<file path="src/rtl/avalon_mem_responder.sv">
// rtl/avalon_mem_responder.sv - Avalon-MM byte memory responder with programmable wait states
module avalon_mem_responder #(
    parameter int MEM_DEPTH   = 512,
    parameter int WAIT_STATES = 2
) (
    input  logic        clk,
    input  logic        reset,
    input  logic [31:0] avs_s0_address,
    input  logic        avs_s0_read,
    input  logic        avs_s0_write,
    input  logic [7:0]  avs_s0_writedata,
    output logic [7:0]  avs_s0_readdata,
    output logic        avs_s0_waitrequest,
    output logic [7:0]  err_count
);

    localparam int          AW       = (MEM_DEPTH > 1) ? $clog2(MEM_DEPTH) : 1;
    localparam logic [31:0] DEPTH_W  = 32'(MEM_DEPTH);
    localparam logic [3:0]  WAIT_LD  = (WAIT_STATES > 0) ? 4'(WAIT_STATES - 1) : 4'd0;

    typedef enum logic [1:0] {
        S_IDLE,
        S_WAIT,
        S_ACK
    } state_t;

    state_t     state;
    state_t     state_nxt;
    logic [3:0] wait_cnt;
    logic [3:0] wait_cnt_nxt;
    logic [7:0] mem [MEM_DEPTH];

    logic          req;
    logic          in_range;
    logic          both;
    logic [AW-1:0] idx;
    logic [7:0]    rd_value;

    assign req      = avs_s0_read | avs_s0_write;
    assign both     = avs_s0_read & avs_s0_write;
    assign in_range = (avs_s0_address < DEPTH_W);
    assign idx      = avs_s0_address[AW-1:0];

    // Range check gates every use of idx, so high address bits never alias.
    always_comb begin
        rd_value = 8'h00;
        if (both)
            rd_value = 8'h00;
        else if (!in_range)
            rd_value = 8'hFF;
        else
            rd_value = mem[idx];
    end

    always_comb begin
        state_nxt    = state;
        wait_cnt_nxt = wait_cnt;
        case (state)
            S_IDLE: begin
                if (req) begin
                    if (WAIT_STATES == 0) begin
                        state_nxt = S_ACK;
                    end else begin
                        state_nxt    = S_WAIT;
                        wait_cnt_nxt = WAIT_LD;
                    end
                end
            end
            S_WAIT: begin
                // A master that drops its request here has aborted the transfer.
                if (!req) begin
                    state_nxt    = S_IDLE;
                    wait_cnt_nxt = 4'd0;
                end else if (wait_cnt == 4'd0) begin
                    state_nxt = S_ACK;
                end else begin
                    wait_cnt_nxt = wait_cnt - 4'd1;
                end
            end
            S_ACK:   state_nxt = S_IDLE;
            default: state_nxt = S_IDLE;
        endcase
    end

    assign avs_s0_waitrequest = req && (state != S_ACK);

    always_ff @(posedge clk or negedge reset) begin
        if (!reset) begin
            state           <= S_IDLE;
            wait_cnt        <= 4'd0;
            avs_s0_readdata <= 8'h00;
            err_count       <= 8'h00;
        end else begin
            state    <= state_nxt;
            wait_cnt <= wait_cnt_nxt;
            if (state_nxt == S_ACK && avs_s0_read)
                avs_s0_readdata <= rd_value;
            if (state == S_ACK && req && (!in_range || both) && err_count != 8'hFF)
                err_count <= err_count + 8'd1;
        end
    end

    // Storage has no reset; an async reset forces IDLE so a pending write cannot commit.
    always_ff @(posedge clk) begin
        if (state == S_ACK && avs_s0_write && in_range)
            mem[idx] <= avs_s0_writedata;
    end

endmodule
</file>
<file path="config.mk">
export PLATFORM = sky130hd
export DESIGN_NAME = avalon_mem_responder
export DESIGN_NICKNAME = d
export VERILOG_FILES = /design/src/rtl/avalon_mem_responder.sv
export SDC_FILE = /design/constraint.sdc
export NUM_CORES = 2
export LEC_CHECK = 0
export CELL_PAD_IN_SITES_DETAIL_PLACEMENT = 1
export CELL_PAD_IN_SITES_GLOBAL_PLACEMENT = 1
export CORE_MARGIN = 2
export CORE_UTILIZATION = 44
export DETAILED_ROUTE_END_ITERATION = 8
export DONT_BUFFER_PORTS = 1
export PLACE_DENSITY = 0.72
export SKIP_LAST_GASP = 1
export SYNTH_ARGS = -nofsm -noshare
export SYNTH_HDL_FRONTEND = slang
export SYNTH_SLANG_ARGS = --single-unit
export TNS_END_PERCENT = 30
</file>
<file path="constraint.sdc">
create_clock -name clk -period 6.4 [get_ports clk]
set_clock_uncertainty 0.05 [all_clocks]
set_input_delay 1.28 -clock clk [delete_from_list [all_inputs] [get_ports clk]]
set_output_delay 1.28 -clock clk [all_outputs]
set_load 0.02 [all_outputs]
</file>
---- After elaboration in Yosys (flattened, before gate mapping) ----
Memory sizes are Yosys's and may differ from the RTL's.
Index checks and enable logic that the tools add are counted.
word-level totals
  flip-flop bits (word level) ............. 22
  bits in writable memories ............... 4096
  bits of input ports ..................... 44
  output and inout port bits .............. 17
  word-level logic and storage cells ...... 42
  memories ................................ 1
cells by class
  add/subtract/negate cells ............... 2
  order comparisons ....................... 1
  eq/ne operators ......................... 7
  muxes and demuxes ....................... 12
  bitwise logic cells ..................... 2
  reduce and logical (&&, ||, !) cells .... 13
memory list
  memory  depth  width  rd ports  clocked after Yosys merged registers in  write ports  line  source
  mem     512    8      1         0                                        1            31    logic [7:0] mem [MEM_DEPTH];
operators with widths
  cell                                                                     count
  32-bit by 10-bit < comparator with 1-bit output (second input constant)  1
  8-bit two-way mux                                                        2
  4-bit two-way mux                                                        3
  8-bit by 1-bit adder with 8-bit output (second input constant)           1
  8-bit != test (second input constant)                                    1
  4-bit case mux with 2 select lines                                       1
  1-bit logical AND                                                        7
  2-bit two-way mux                                                        3
  2-bit equality test (second input constant)                              2
  4-bit zero test                                                          1
  2-bit != test (second input constant)                                    2
  2-bit case mux with 2 select lines                                       1
  4-bit by 1-bit subtractor with 4-bit output (second input constant)      1
  3-bit != test (second input constant)                                    1
  3-bit AND reduction                                                      1
  2-bit by 1-bit equality test with 1-bit output (second input constant)   1
  2-bit zero test                                                          1
  1-bit two-way mux                                                        2
  2-bit nonzero test                                                       1
  1-bit AND                                                                1
  1-bit zero test                                                          1
  1-bit logical OR                                                         1
  1-bit bitwise OR                                                         1

---- Longest topological paths before layout ----
  depth after elaboration ................. 6
  gate-level depth with buffers ........... 15
  gate-level depth less buffers ........... 9

---- Worst setup path before layout ----
Ideal clock, no wire load.
  kind .................................... in2reg
  start ................................... input port avs_s0_address[1]
  end ..................................... memory mem[130][0] (enable)
  library setup time ...................... 0.370 ns
  arrival time ............................ 3.915 ns
  required time ........................... 5.980 ns
  setup slack ............................. 2.065 ns
  stages .................................. 11
  path buffers ............................ 8
  path through ............................ buf_2 buf_4 buf_2 buf_2 buf_2 clkbuf_1 buf_2 nor2b_1 nand2_1 clkbuf_1 nor2_1
between the ends
  longest elaborated chain between the ends .. 4
RTL lines
  item                                             line  source
  start, declared                                  8     input logic [31:0] avs_s0_address,
  32-bit by 10-bit < comparator with 1-bit output  41    assign in_range = (avs_s0_address < DEPTH_W);
  1-bit logical AND                                105   if (state == S_ACK && avs_s0_write && in_range)
  1-bit two-way mux                                105
  1-bit two-way mux (implied by the code)          106   mem[idx] <= avs_s0_writedata;
  end, declared                                    31
Several ways; a longest one is shown, not always the timed one.

---- Worst setup path after layout ----
  start ................................... input port avs_s0_address[0]
  end ..................................... register avs_s0_readdata[5]
between the ends
  longest elaborated chain between the ends .. 3
  elaborated cells on any way between the ends .. 4
  those cells by class .................... order compare: 1; mux: 2; memory: 1
RTL lines
  item                                                                                          line  source
  memory 512 x 8 bit / 32-bit by 10-bit < comparator with 1-bit output (equally long branches)  -
  8-bit two-way mux *                                                                           49    else if (!in_range)
  8-bit two-way mux *                                                                           47    if (both)
  end signal, assigned                                                                          97    avs_s0_readdata <= rd_value;
  end, declared                                                                                 12    output logic [7:0] avs_s0_readdata,
Every way passes the cells marked *; elsewhere a longest branch is shown, timed or not.
A chain may end at the register's enable or synchronous reset.

==> impl_results.md <==
- Status: finished with violations
- Failing checks: capacitance limit, slew limit
- Rows: between 200 and 250
- Initial antenna violation count: 33
- Mean Syn Cell Area: 21.6 µm²
- Count of different cell masters after synthesis: approximately 70
- Die area: 366,000 µm²
- Slowest cell delay on critical path: roughly 1.2 ns
- Maxcap violations: 1
- Multi-input gate area: ~34,000 µm²
- Core Util, Final: 0.507
- Filler cells: between 30,000 and 40,000
- Final Max Slew Viols: 780
- Highest routed layer: met5
- CTS root buffer: clkbuf_16
- Die height: 605 µm
- Wire per inst: ~36 µm
- Register area: around 120,000 µm²
- Synth Net Count: 7,412
- Drt pass-1 iters: 6
- Final hold violations: 0
- DRT Wirelength: about 480,000 µm
- Hold Crit Class: in2async
- RSZ-0062 raised after global routing: false
- Core Area: ~360,000 µm²
- # Post-CTS Setup Buffers: 0
- Dpl cell area: 169,000 µm²
- CTS buffer count: around 410
- Setup Viol. Count Final: 0
- Starting density of the core: 0.442
- Post-synth design cell area: 159,000 µm²
- Ys Warns: 0
- PwrDens: between 300 and 400 nW/µm²
- Seq/Total Area, Yosys: 0.777
- Top_reg_cell synth: edfxtp_1
- Worst-path clk slew: approximately 0.06 ns
- Final Critical Period: approximately 6 ns
- DR iter-0 viols: 12,000
- CP max-delay cell: a2111oi_0
- Final cell count without fillers: between 10,000 and 15,000
- DP Wirelength: between 200,000 and 300,000 µm
- Ports: 61
- Slew margin rel.: -0.363
- Routed met1 length: around 180,000 µm
- Final #Nets: around 8,100
- All-Layer GR Usage: 0.262
- Area Growth Syn to Fin: 14.6%
- Clock Latency Late Sink: approximately 0.99 ns
- Number of global-route vias before repair: between 80,000 and 90,000
- Cell Chain, Critical Path: buf_16, buf_16, buf_16, buf_16, inv_6, buf_4, buf_12, mux2i_1, buf_4, o22ai_1, buf_4, a2111oi_0, buf_4, and4_1, a41oi_1
- Worst VDD drop: ~0.23 mV
- CTS sink count: 4,118
- Fmax: between 0.15 and 0.2 GHz
- Cells after Synth: between 7,000 and 8,000
- Gpl congestion: around 0.88
- Placed Cells incl. Taps: between 10,000 and 15,000
- Clock tree buffer depth: 4
- Critical path capture point type: flip-flop
- EDFF count, synth: 4,096
- Met2 Wirelength: 226,000 µm
- Largest net degree at the start of global routing: between 500 and 600
- Via count: ~83,000
- Routed Antenna Nets: 0
- Ratio of final minimum period to clock period: 0.936
- CTS HTree Levels: 5
- Final instance area: about 180,000 µm²
- Number of port buffers: 0
- Setup crit start kind: input pin
- Global-route wire length before repair: slightly below 700,000 µm
- #FFs+latches synth: 4,118
- Data arrival time of the worst path: approximately 6.8 ns
- Layout cell share with drive strength beyond 1: 0.278
- PostCTS Resize Cnt: 0
- Worst path required time: roughly 7 ns
- Setup CP Type: in2reg
- Worst hold margin: 0.0642 ns
- DR WL met3: approximately 51,000 µm
- Post-synthesis async set-or-reset flop share: 0.00534
- Final global-route overflow total: 0
- Worst-margin pin slew: roughly 2 ns
- Worst-path maximum fanout: 100
- Leak Pwr: 0.0574 µW
- DRC: 0
- Via density: ~6.3
- CTS tree: yes
- DIE WIDTH: approximately 600 µm
## metrics by stage
step | setup WS, ns | TNS, ns | power, µW
2_1_floorplan | 2.07 | 0 | 31700
3_3_place_gp | -0.828 | -3.19 | 32700
3_5_place_dp | -0.830 | -3.59 | 32700
4_1_cts | 0.192 | 0 | 56300
5_1_grt | 0.0234 | 0 | 57300
6_report | 0.408 | 0 | 56300
## state kept, by name, summed over array words and instances (netlist names)
name,count
mem,4096
err_count,8
wait_cnt,4
avs_s0_readdata,8
state,2
## repair_timing
item	in CTS	in global routing
hold buffers	1	0
hold endpoints to repair	22	0
setup endpoints to repair	0	0
## power by group
| part | switching [µW] | leakage (µW) | internal (µW) |
|---|---|---|---|
| Sequential | 183 | 0.0371 | 29700 |
| Clock | 10500 | 0.00632 | 13400 |
| Combinational | 1490 | 0.0140 | 932 |
## cell families after synthesis
group	synth area share
flops	0.777
buf+inv	0.0129
simple gates	0.0250
mux	0.161
compound gates	0.0241
xor+xnor	0.000385
fa+ha+maj	0.000236
## layer usage
layer | GRT usage | vias to the layer above
li1 | - | 32200
met1 | 0.350 | 44800
met2 | 0.409 | 5166
met3 | 0.0583 | 1069
met4 | 0.129 | 16
met5 | 0.000261 | -
## critical path, delay by kind of cell
family | cells | cell delay, ns
mux | 1 | 0.22
simple gates | 1 | 0.21
compound gates | 3 | 1.48
buf+inv | 10 | 2.91
## layout make-up
type,count,share of cell area
inverter,5,0.000172
multi-input combinational,2798,0.185
sequential,4118,0.678
antenna,23,0.000316
timing repair buffer,691,0.0323
clock buffer,513,0.0590
tap,4773,0.0328
clock inverter,236,0.0129
## worst paths after layout
kind / end / slack (ns) / depth (start not counted) / from
max: avs_s0_readdata[5] / 0.41 / 15 / avs_s0_address[0]
min: wait_cnt[2] / 0.06 / 1 / reset
max reg2reg: mem[10][0] / 2.18 / 6 / state[1]
min reg2reg: wait_cnt[3] / 0.47 / 1 / wait_cnt[3]
max in group asynchronous: avs_s0_readdata[7] / 5.95 / 1 / reset
min in group clk: mem[266][6] / 0.33 / 0 / avs_s0_writedata[6]
## cells in the final DEF, fill, tap and decap left out, types with 90 or more instances in the layout
cell	netlist	layout
edfxtp_1	4096	4096
clkbuf_1	211	97
mux4_2	1008	1008
mux2i_1	254	254
clkbuf_16	0	414
a22oi_1	148	148
clkinv_1	0	90
buf_4	43	643
nand2_1	189	173
nor2_1	583	580
## synth_stat cells (7+ instances only)
library cell | instances | share of area
a2111oi_0 | 9 | 0.00050
a211oi_1 | 17 | 0.00080
a21oi_1 | 79 | 0.0025
a221oi_1 | 40 | 0.0022
a22o_1 | 33 | 0.0018
a22oi_1 | 148 | 0.0070
a31oi_1 | 13 | 0.00051
a32oi_1 | 18 | 0.00099
and2_1 | 8 | 0.00031
and3_1 | 9 | 0.00035
buf_1 | 37 | 0.00087
buf_2 | 150 | 0.0047
buf_4 | 43 | 0.0020
clkbuf_1 | 211 | 0.0050
dfrtp_1 | 22 | 0.0035
edfxtp_1 | 4096 | 0.77
mux2_2 | 24 | 0.0017
mux2i_1 | 254 | 0.016
mux4_2 | 1008 | 0.14
nand2_1 | 189 | 0.0045
nand2b_1 | 9 | 0.00035
nand3_1 | 39 | 0.0012
nand4_1 | 17 | 0.00067
nor2_1 | 583 | 0.014
nor2b_1 | 13 | 0.00051
nor3_1 | 27 | 0.00085
nor4_1 | 14 | 0.00055
o2111ai_1 | 12 | 0.00066
o211ai_1 | 11 | 0.00052
o21ai_0 | 66 | 0.0021
o21ai_1 | 21 | 0.00066
o221ai_1 | 7 | 0.00039
o22ai_1 | 43 | 0.0017
o31ai_1 | 8 | 0.00038
or3_1 | 7 | 0.00028
Power figures use the tool's default switching activity.
